### src/rtl/exc_commit_ctrl_pkg.sv
// Shared types and constants for the writeback exception/ERET commit controller.
// Exception codes follow the MIPS CP0 Cause.ExcCode encoding.
package exc_commit_ctrl_pkg;

   localparam logic [31:0] EXC_VEC_DEFAULT = 32'hbfc00380;

   localparam logic [4:0] EX_INT  = 5'h00;
   localparam logic [4:0] EX_ADEL = 5'h04;
   localparam logic [4:0] EX_ADES = 5'h05;
   localparam logic [4:0] EX_SYS  = 5'h08;
   localparam logic [4:0] EX_BP   = 5'h09;
   localparam logic [4:0] EX_RI   = 5'h0a;
   localparam logic [4:0] EX_OV   = 5'h0c;

   typedef enum logic [1:0] {
      ST_IDLE     = 2'd0,
      ST_DRAIN    = 2'd1,
      ST_REDIRECT = 2'd2
   } state_e;

   typedef enum logic [1:0] {
      BV_NONE = 2'd0,
      BV_PC   = 2'd1,
      BV_DATA = 2'd2
   } bv_sel_e;

   // Per-instruction event flags, listed in decreasing exception priority.
   typedef struct packed {
      logic adel_if;
      logic ri;
      logic ov;
      logic sys;
      logic bp;
      logic adel_ld;
      logic ades_st;
      logic eret;
   } ws_flags_t;

endpackage

### src/rtl/exc_commit_ctrl_prio.sv
// Priority encoder: picks the single winning event for the WB instruction.
// Purely combinational; qualification with ws_valid and FSM state happens in the top.
module exc_prio_enc
   import exc_commit_ctrl_pkg::*;
(
   input  logic      has_int,
   input  ws_flags_t flags,
   output logic      evt,
   output logic      is_ex,
   output logic      is_eret,
   output logic [4:0] excode,
   output bv_sel_e   badvaddr_sel
);

   always_comb begin
      is_ex        = 1'b1;
      excode       = EX_INT;
      badvaddr_sel = BV_NONE;
      if (has_int) begin
         excode = EX_INT;
      end else if (flags.adel_if) begin
         excode       = EX_ADEL;
         badvaddr_sel = BV_PC;
      end else if (flags.ri) begin
         excode = EX_RI;
      end else if (flags.ov) begin
         excode = EX_OV;
      end else if (flags.sys) begin
         excode = EX_SYS;
      end else if (flags.bp) begin
         excode = EX_BP;
      end else if (flags.adel_ld) begin
         excode       = EX_ADEL;
         badvaddr_sel = BV_DATA;
      end else if (flags.ades_st) begin
         excode       = EX_ADES;
         badvaddr_sel = BV_DATA;
      end else begin
         is_ex = 1'b0;
      end
      // ERET only commits when nothing else fires on the same instruction.
      is_eret = !is_ex && flags.eret;
      evt     = is_ex || is_eret;
   end

endmodule

### src/rtl/exc_commit_ctrl.sv
// Writeback exception/ERET commit controller: one-cycle CP0 report, flush drain,
// then a valid/ready fetch redirect to the exception vector or EPC.
module exc_commit_ctrl
   import exc_commit_ctrl_pkg::*;
#(
   parameter logic [31:0] EXC_VEC       = EXC_VEC_DEFAULT,
   parameter int unsigned FLUSH_MIN_CYC = 2
) (
   input  logic        clk,
   input  logic        reset,
   input  logic        ws_valid,
   input  logic [31:0] ws_pc,
   input  logic        ws_bd,
   input  logic        ws_adel_if,
   input  logic        ws_ri,
   input  logic        ws_ov,
   input  logic        ws_sys,
   input  logic        ws_bp,
   input  logic        ws_adel_ld,
   input  logic        ws_ades_st,
   input  logic [31:0] ws_data_addr,
   input  logic        ws_eret,
   input  logic        has_int,
   input  logic [31:0] c0_epc,
   input  logic        redirect_ready,
   output logic        ws_ready_go,
   output logic        wb_ex,
   output logic [4:0]  wb_excode,
   output logic        wb_bd,
   output logic [31:0] wb_pc,
   output logic [31:0] wb_badvaddr,
   output logic        eret_flush,
   output logic        flush,
   output logic        redirect_valid,
   output logic [31:0] redirect_pc
);

   localparam int CNT_W = (FLUSH_MIN_CYC > 1) ? $clog2(FLUSH_MIN_CYC) : 1;
   localparam logic [CNT_W-1:0] CNT_LOAD = CNT_W'(FLUSH_MIN_CYC - 1);

   state_e           state_q, state_d;
   logic [CNT_W-1:0] cnt_q, cnt_d;
   logic             kind_ex_q, kind_ex_d;
   logic             wb_ex_q, wb_ex_d;
   logic             eret_flush_q, eret_flush_d;
   logic [4:0]       wb_excode_q, wb_excode_d;
   logic             wb_bd_q, wb_bd_d;
   logic [31:0]      wb_pc_q, wb_pc_d;
   logic [31:0]      wb_badvaddr_q, wb_badvaddr_d;
   logic             flush_q, flush_d;
   logic             redirect_valid_q, redirect_valid_d;
   logic [31:0]      redirect_pc_q, redirect_pc_d;

   ws_flags_t flags;
   logic      enc_evt, enc_is_ex, enc_is_eret;
   logic [4:0] enc_excode;
   bv_sel_e   enc_bv_sel;
   logic      take;

   assign flags = '{adel_if: ws_adel_if, ri: ws_ri, ov: ws_ov, sys: ws_sys, bp: ws_bp,
                    adel_ld: ws_adel_ld, ades_st: ws_ades_st, eret: ws_eret};

   exc_prio_enc u_prio (
      .has_int      (has_int),
      .flags        (flags),
      .evt          (enc_evt),
      .is_ex        (enc_is_ex),
      .is_eret      (enc_is_eret),
      .excode       (enc_excode),
      .badvaddr_sel (enc_bv_sel)
   );

   assign take        = (state_q == ST_IDLE) && ws_valid && enc_evt;
   // Combinational so the faulting instruction never retires in its accept cycle.
   assign ws_ready_go = (state_q == ST_IDLE) && !(ws_valid && enc_evt);

   always_comb begin
      state_d          = state_q;
      cnt_d            = cnt_q;
      kind_ex_d        = kind_ex_q;
      wb_ex_d          = 1'b0;
      eret_flush_d     = 1'b0;
      wb_excode_d      = '0;
      wb_bd_d          = 1'b0;
      wb_pc_d          = '0;
      wb_badvaddr_d    = '0;
      flush_d          = flush_q;
      redirect_valid_d = redirect_valid_q;
      redirect_pc_d    = redirect_pc_q;
      unique case (state_q)
         ST_IDLE: begin
            if (take) begin
               wb_ex_d      = enc_is_ex;
               eret_flush_d = enc_is_eret;
               kind_ex_d    = enc_is_ex;
               flush_d      = 1'b1;
               cnt_d        = CNT_LOAD;
               state_d      = ST_DRAIN;
               if (enc_is_ex) begin
                  wb_excode_d = enc_excode;
                  wb_bd_d     = ws_bd;
                  wb_pc_d     = ws_pc;
                  unique case (enc_bv_sel)
                     BV_PC:   wb_badvaddr_d = ws_pc;
                     BV_DATA: wb_badvaddr_d = ws_data_addr;
                     default: wb_badvaddr_d = '0;
                  endcase
               end
            end
         end
         ST_DRAIN: begin
            flush_d = 1'b1;
            if (cnt_q == '0) begin
               state_d          = ST_REDIRECT;
               redirect_valid_d = 1'b1;
               redirect_pc_d    = kind_ex_q ? EXC_VEC : c0_epc;
            end else begin
               cnt_d = cnt_q - 1'b1;
            end
         end
         ST_REDIRECT: begin
            flush_d = 1'b1;
            if (redirect_ready) begin
               state_d          = ST_IDLE;
               flush_d          = 1'b0;
               redirect_valid_d = 1'b0;
               redirect_pc_d    = '0;
            end
         end
         default: state_d = ST_IDLE;
      endcase
   end

   always_ff @(posedge clk or posedge reset) begin
      if (reset) begin
         state_q          <= ST_IDLE;
         cnt_q            <= '0;
         kind_ex_q        <= 1'b0;
         wb_ex_q          <= 1'b0;
         eret_flush_q     <= 1'b0;
         wb_excode_q      <= '0;
         wb_bd_q          <= 1'b0;
         wb_pc_q          <= '0;
         wb_badvaddr_q    <= '0;
         flush_q          <= 1'b0;
         redirect_valid_q <= 1'b0;
         redirect_pc_q    <= '0;
      end else begin
         state_q          <= state_d;
         cnt_q            <= cnt_d;
         kind_ex_q        <= kind_ex_d;
         wb_ex_q          <= wb_ex_d;
         eret_flush_q     <= eret_flush_d;
         wb_excode_q      <= wb_excode_d;
         wb_bd_q          <= wb_bd_d;
         wb_pc_q          <= wb_pc_d;
         wb_badvaddr_q    <= wb_badvaddr_d;
         flush_q          <= flush_d;
         redirect_valid_q <= redirect_valid_d;
         redirect_pc_q    <= redirect_pc_d;
      end
   end

   assign wb_ex          = wb_ex_q;
   assign eret_flush     = eret_flush_q;
   assign wb_excode      = wb_excode_q;
   assign wb_bd          = wb_bd_q;
   assign wb_pc          = wb_pc_q;
   assign wb_badvaddr    = wb_badvaddr_q;
   assign flush          = flush_q;
   assign redirect_valid = redirect_valid_q;
   assign redirect_pc    = redirect_pc_q;

endmodule

### config.mk
export PLATFORM = sky130hd
export DESIGN_NAME = exc_commit_ctrl
export DESIGN_NICKNAME = d
export VERILOG_FILES = /design/src/rtl/exc_commit_ctrl_pkg.sv /design/src/rtl/exc_commit_ctrl_prio.sv /design/src/rtl/exc_commit_ctrl.sv
export SDC_FILE = /design/constraint.sdc
export NUM_CORES = 1
export LEC_CHECK = 0
export ABC_CLOCK_PERIOD_IN_PS = 4700
export CAP_MARGIN = 20
export CORE_ASPECT_RATIO = 1.4
export CORE_UTILIZATION = 41
export CTS_BUF_LIST = sky130_fd_sc_hd__clkbuf_8
export DETAILED_ROUTE_END_ITERATION = 8
export PLACE_DENSITY = 0.83
export SLEW_MARGIN = 30
export SYNTH_ARGS = -nofsm -noshare
export SYNTH_HDL_FRONTEND = slang
export SYNTH_SLANG_ARGS = --single-unit
### constraint.sdc
create_clock -name clk -period 4.7 [get_ports clk]
set_clock_uncertainty 0.1 [all_clocks]
set_input_delay 0.705 -clock clk [delete_from_list [all_inputs] [get_ports clk]]
set_output_delay 0.705 -clock clk [all_outputs]
set_load 0.05 [all_outputs]
* Yosys cells after proc, flatten, opt, wreduce, memory -nomap -nowiden
Index checks and enable logic that the tools add are counted.
Storage, ports and cells: register bits 110, bits of input ports 110, output and inout port bits 107, word-level logic and storage cells 94
Operators by class: add/subtract/negate cells 1, equal/unequal tests 7, mux-type cells 57, reduce and logical (&&, ||, !) cells 17
Operators by type and width (number):
- 32-bit 2-to-1 mux | 9
- 32-bit one-hot mux with 2 select lines | 2
- 5-bit 2-to-1 mux | 10
- 2-bit 2-to-1 mux | 11
- 1-bit 2-to-1 mux | 20
- 2-bit inequality test, second input constant | 3
- 2-bit one-hot mux with 3 select lines | 1
- 2-bit AND reduction | 3
- 3-bit AND reduction | 2
- 1-bit logical AND | 5
- 2-bit by 1-bit == test with 1-bit output, second input constant | 2
- 2-bit == test, second input constant | 2
- 1-bit one-hot mux with 2 select lines | 2
- 2-bit nonzero test | 2
- 3-bit 2-to-1 mux | 1
- 1-bit one-hot mux with 3 select lines | 1
- 3-bit nonzero test | 1
- 1-bit zero test | 2
- 2-bit zero test | 1
- 1-bit logical OR | 1
- 1-bit subtractor, second input constant | 1

* Logic depth before layout (Yosys ltp)
word-level depth 14, gate-level depth with buffers 7, mapped depth without buffers 6

* Hierarchy
Synthesis repeated with hierarchy kept, for this count alone.
Unflattened totals: cell total of the unflattened synthesis 335, area total of the unflattened synthesis 4131.5 um^2
Modules (own cells, without submodules):
- exc_commit_ctrl | instances 1, cells an instance 312, area an instance 3993.8 um^2, sequential area each 2752.6 um^2
- exc_prio_enc | instances 1, cells an instance 23, area an instance 137.6 um^2, sequential area each 0.0 um^2

* Least setup slack after synthesis
OpenSTA, ideal clock, no wires.
path kind input to output, start point input ws_ov, end point output ws_ready_go, arrival time 2519 ps, data required time 3895 ps, setup slack 1376 ps, stages 3, path buffers 0, cell sequence nor4_4 nand3b_1 a211oi_1
On the way: word-level cells in the longest chain between the ends 10
RTL lines:
- start: declaration | line exc_commit_ctrl.sv:16 | input logic ws_ov,
- 1-bit 2-to-1 mux (*) | line exc_commit_ctrl_prio.sv:26 | end else if (flags.ov) begin
- 1-bit 2-to-1 mux (*) | line exc_commit_ctrl_prio.sv:24 | end else if (flags.ri) begin
- 1-bit 2-to-1 mux (*) | line exc_commit_ctrl_prio.sv:21 | end else if (flags.adel_if) begin
- 1-bit 2-to-1 mux (*) | line exc_commit_ctrl_prio.sv:19 | if (has_int) begin
- 1-bit zero test | line exc_commit_ctrl_prio.sv:42 | is_eret = !is_ex && flags.eret;
- 1-bit logical AND | line exc_commit_ctrl_prio.sv:42
- 1-bit logical OR (*) | line exc_commit_ctrl_prio.sv:43 | evt = is_ex || is_eret;
- 1-bit logical AND (*) | line exc_commit_ctrl.sv:75 | assign ws_ready_go = (state_q == ST_IDLE) && !(ws_valid && enc_evt);
- 1-bit zero test (*) | line exc_commit_ctrl.sv:75
- 1-bit logical AND (*) | line exc_commit_ctrl.sv:75
- end: declaration | line exc_commit_ctrl.sv:26 | output logic ws_ready_go,
Every way passes the cells marked *; elsewhere a longest branch is shown, timed or not.

* Final worst setup path
Same ends and word-level chain as after synthesis.

==> flow_summary.toml <==
[sta]
rsz0062_at_grt = "false"
maxSlewHeadroom = 0.4340
setup_violations = 0
tightest_slew_ns = 0.8471
whs_ns = 0.3953
fmaxAchievable_mhz = 258.3
tns_ns = 0
fin_ws_ns = 0.8279
period_needed_ns = 3.872
finalCritPeriodShare = 0.8238
final_hold_viol_count = 0
slew_violations = 0

[placement]
globalplace.congestion = 0.7742
place_area_um2 = 6327
io_buffers = 215
dp_worst_setup_slack_ns = 0.8132
dp.cells = 653
dp_hpwl_mm = 8.079

[power]
p_int_mw = 1.984
total_leakage_power_nw = 2.753
clkPwrFrac = 0.170
combPwrFrac = 0.462
p_seq_frac = 0.369
power_density_nw_per_um2 = 528.0
finalPower_mw = 3.452
peakVddDrop_mv = 0.2094
p_switching_mw = 1.468
swShare = 0.4252

[floorplanning]
initial_utilization = 0.4195
rows = 43
core_area_um2 = 9846
die_w_um = 86.83
die_area_um2 = 10480
io_pins = 217
die_h_um = 120.8

[global_routing]
grt_pass1_wl_mm = 17.08
grt_pass1_vias = 3524
gr-total-overflow = 0
grt_max_degree = 84
grt_antenna_before_repair = 0
grt.total_usage = 0.2143

[synth]
synth_nets = 435
avgSynthCellArea_um2 = 12.79
yosys-top-cells-area = "dfrtp_1 66%, a22oi_1 5.8%, and2_1 5.0%"
synth_top_area_frac = 0.6604
yosysSeqAreaShare = 0.6604
ys.flop_type = "dfrtp_1"
syn_area_um2 = 4130
synth_common_cells = "109 x dfrtp_1, 50 x nor2_1, 33 x and2_1"
synthArstFlopShare = 1.000
synth_top_area_cell = "dfrtp_1"
synth-seq-cells = 109
postSynthCellCount = 323
ys_warn_count = 0
yosysMostFrequentCell = "dfrtp_1"
synth_edf_count = 0
synthDistinctLibCells = 37

[final_layout]
fin_cells = 669
area_growth_syn_to_layout_pct = 58.29
final_nets = 641
drive_gt1_frac = 0.05056
final_util = 0.6640
antennaDiodeCount = 0
final_area_um2 = 6538

[worst_setup_path]
cp-end-kind = "output port"
crit_path_start_kind = "input port"
worstPathArrival_ns = 3.07
critPathKind = "input port to output port"
crit_family = "buffers and inverters"
max_stage_delay_ns = 0.86
slowest_stage = "clkdlybuf4s50_1"
cp.required_ns = 3.89
cp_common_cell = "clkdlybuf4s50_1"
path_cells = "clkdlybuf4s50_1 > nor4_4 > nand3b_1 > a211oi_1 > clkdlybuf4s50_1"
crit_fanout = 5
cp_num_buf_inv = 2

[run]
maxCapViolCount = 0

[clocking]
htree_levels = 3
cts.clk_slew.worst_paths_ns = 0.10
postCtsHoldBufs = 0
cts_resized = 0
clockBufferDepth = 2
cts_root_buffer = "clkbuf_8"
cts_tree = "yes"
clk_latency_ns = 0.36
post_cts_buffers = 0
cts_buffers = 9
clock-sinks = 109

[detailed_routing]
drc = 0
vias = 3366
routedWlPerCell_um = 16.66
wl_met2_mm = 5.974
ant_nets = 0
top_layer = "met4"
first_pass_iters = 6
drt_iter0_markers = 94
drt_wl_total_mm = 11.15
wl_met3_um = 860
drt-met1-wl_mm = 4.065
routed_via_density = 5.031

[run_status]
status = "complete, no violations"

[hold_path]
hold_path.class = "flip-flop to flip-flop"
## state kept, by name, summed over array words and instances, names as in the netlist
signal	count
state_q	2
wb_badvaddr	32
wb_bd	1
cnt_q	1
kind_ex_q	1
redirect_pc	32
wb_excode	4
eret_flush	1
wb_pc	32
wb_ex	1
flush	1
redirect_valid	1
## worst paths after layout
| check | start | end | slack [ns] | depth (start not counted) |
|---|---|---|---|---|
| min in group asynchronous | reset | redirect_pc[16] | 0.74 | 2 |
| min | redirect_pc[23] | redirect_pc[23] | 0.40 | 1 |
| min reg2reg | redirect_pc[23] | redirect_pc[23] | 0.40 | 1 |
| max in group asynchronous | reset | wb_pc[11] | 2.90 | 3 |
| max | ws_ov | ws_ready_go | 0.83 | 5 |
| max reg2reg | state_q[0] | redirect_pc[3] | 2.41 | 3 |
## area by class of cell
cell class	count	area [µm²]
multi-input cells	186	1235
clock inverters	6	70.07
inverters	5	23.77
well taps	135	168.9
flip-flops and latches	109	2728
repair buffers	218	2175
clock buffers	10	137.6
fillers	755	3308
## power groups by stage
stage	Clock [mW]	Sequential (mW)	Combinational (mW)
floorplan	0	1.91	0.442
global placement	0	1.27	1.58
detailed placement	0	1.29	1.60
CTS	0.602	1.27	1.60
global route	0.633	1.30	1.67
finish	0.586	1.27	1.59
## placed cells by master, fill, tap and decap left out, types with 2 or more instances in the layout
cell type	netlist	routed
a22o_1	20	20
inv_6	0	2
nor4_4	2	2
nor3_1	2	2
and2_1	33	33
o21ai_0	5	5
nor2_1	50	49
nand3b_1	2	2
clkdlybuf4s50_1	0	215
o2bb2ai_1	12	12
a211oi_1	2	2
nand2_1	5	5
clkbuf_8	0	10
clkinvlp_4	0	2
buf_4	1	3
dfrtp_1	109	109
or3_1	2	2
inv_1	5	4
a22oi_1	32	32
ha_1	2	2
## per-layer routing
layer,GRT usage,up-vias
met5,0,-
met4,0.09271,0
met3,0.05392,18
met2,0.3962,159
met1,0.2245,1654
li1,-,1535
## logic make-up (layout without fill, tap and decap cells)
| group | after synthesis | after routing | synth area share |
|---|---|---|---|
| DFF | 109 | 109 | 0.6604 |
| and+or+nand+nor | 103 | 103 | 0.1324 |
| AOI/OAI and AO/OA | 80 | 80 | 0.1590 |
| buffers and inverters | 28 | 239 | 0.04120 |
| adders and majority gates | 2 | 2 | 0.006058 |
| other | 1 | 1 | 0.0009079 |
Note: power is estimated with default switching activity, not from simulation.
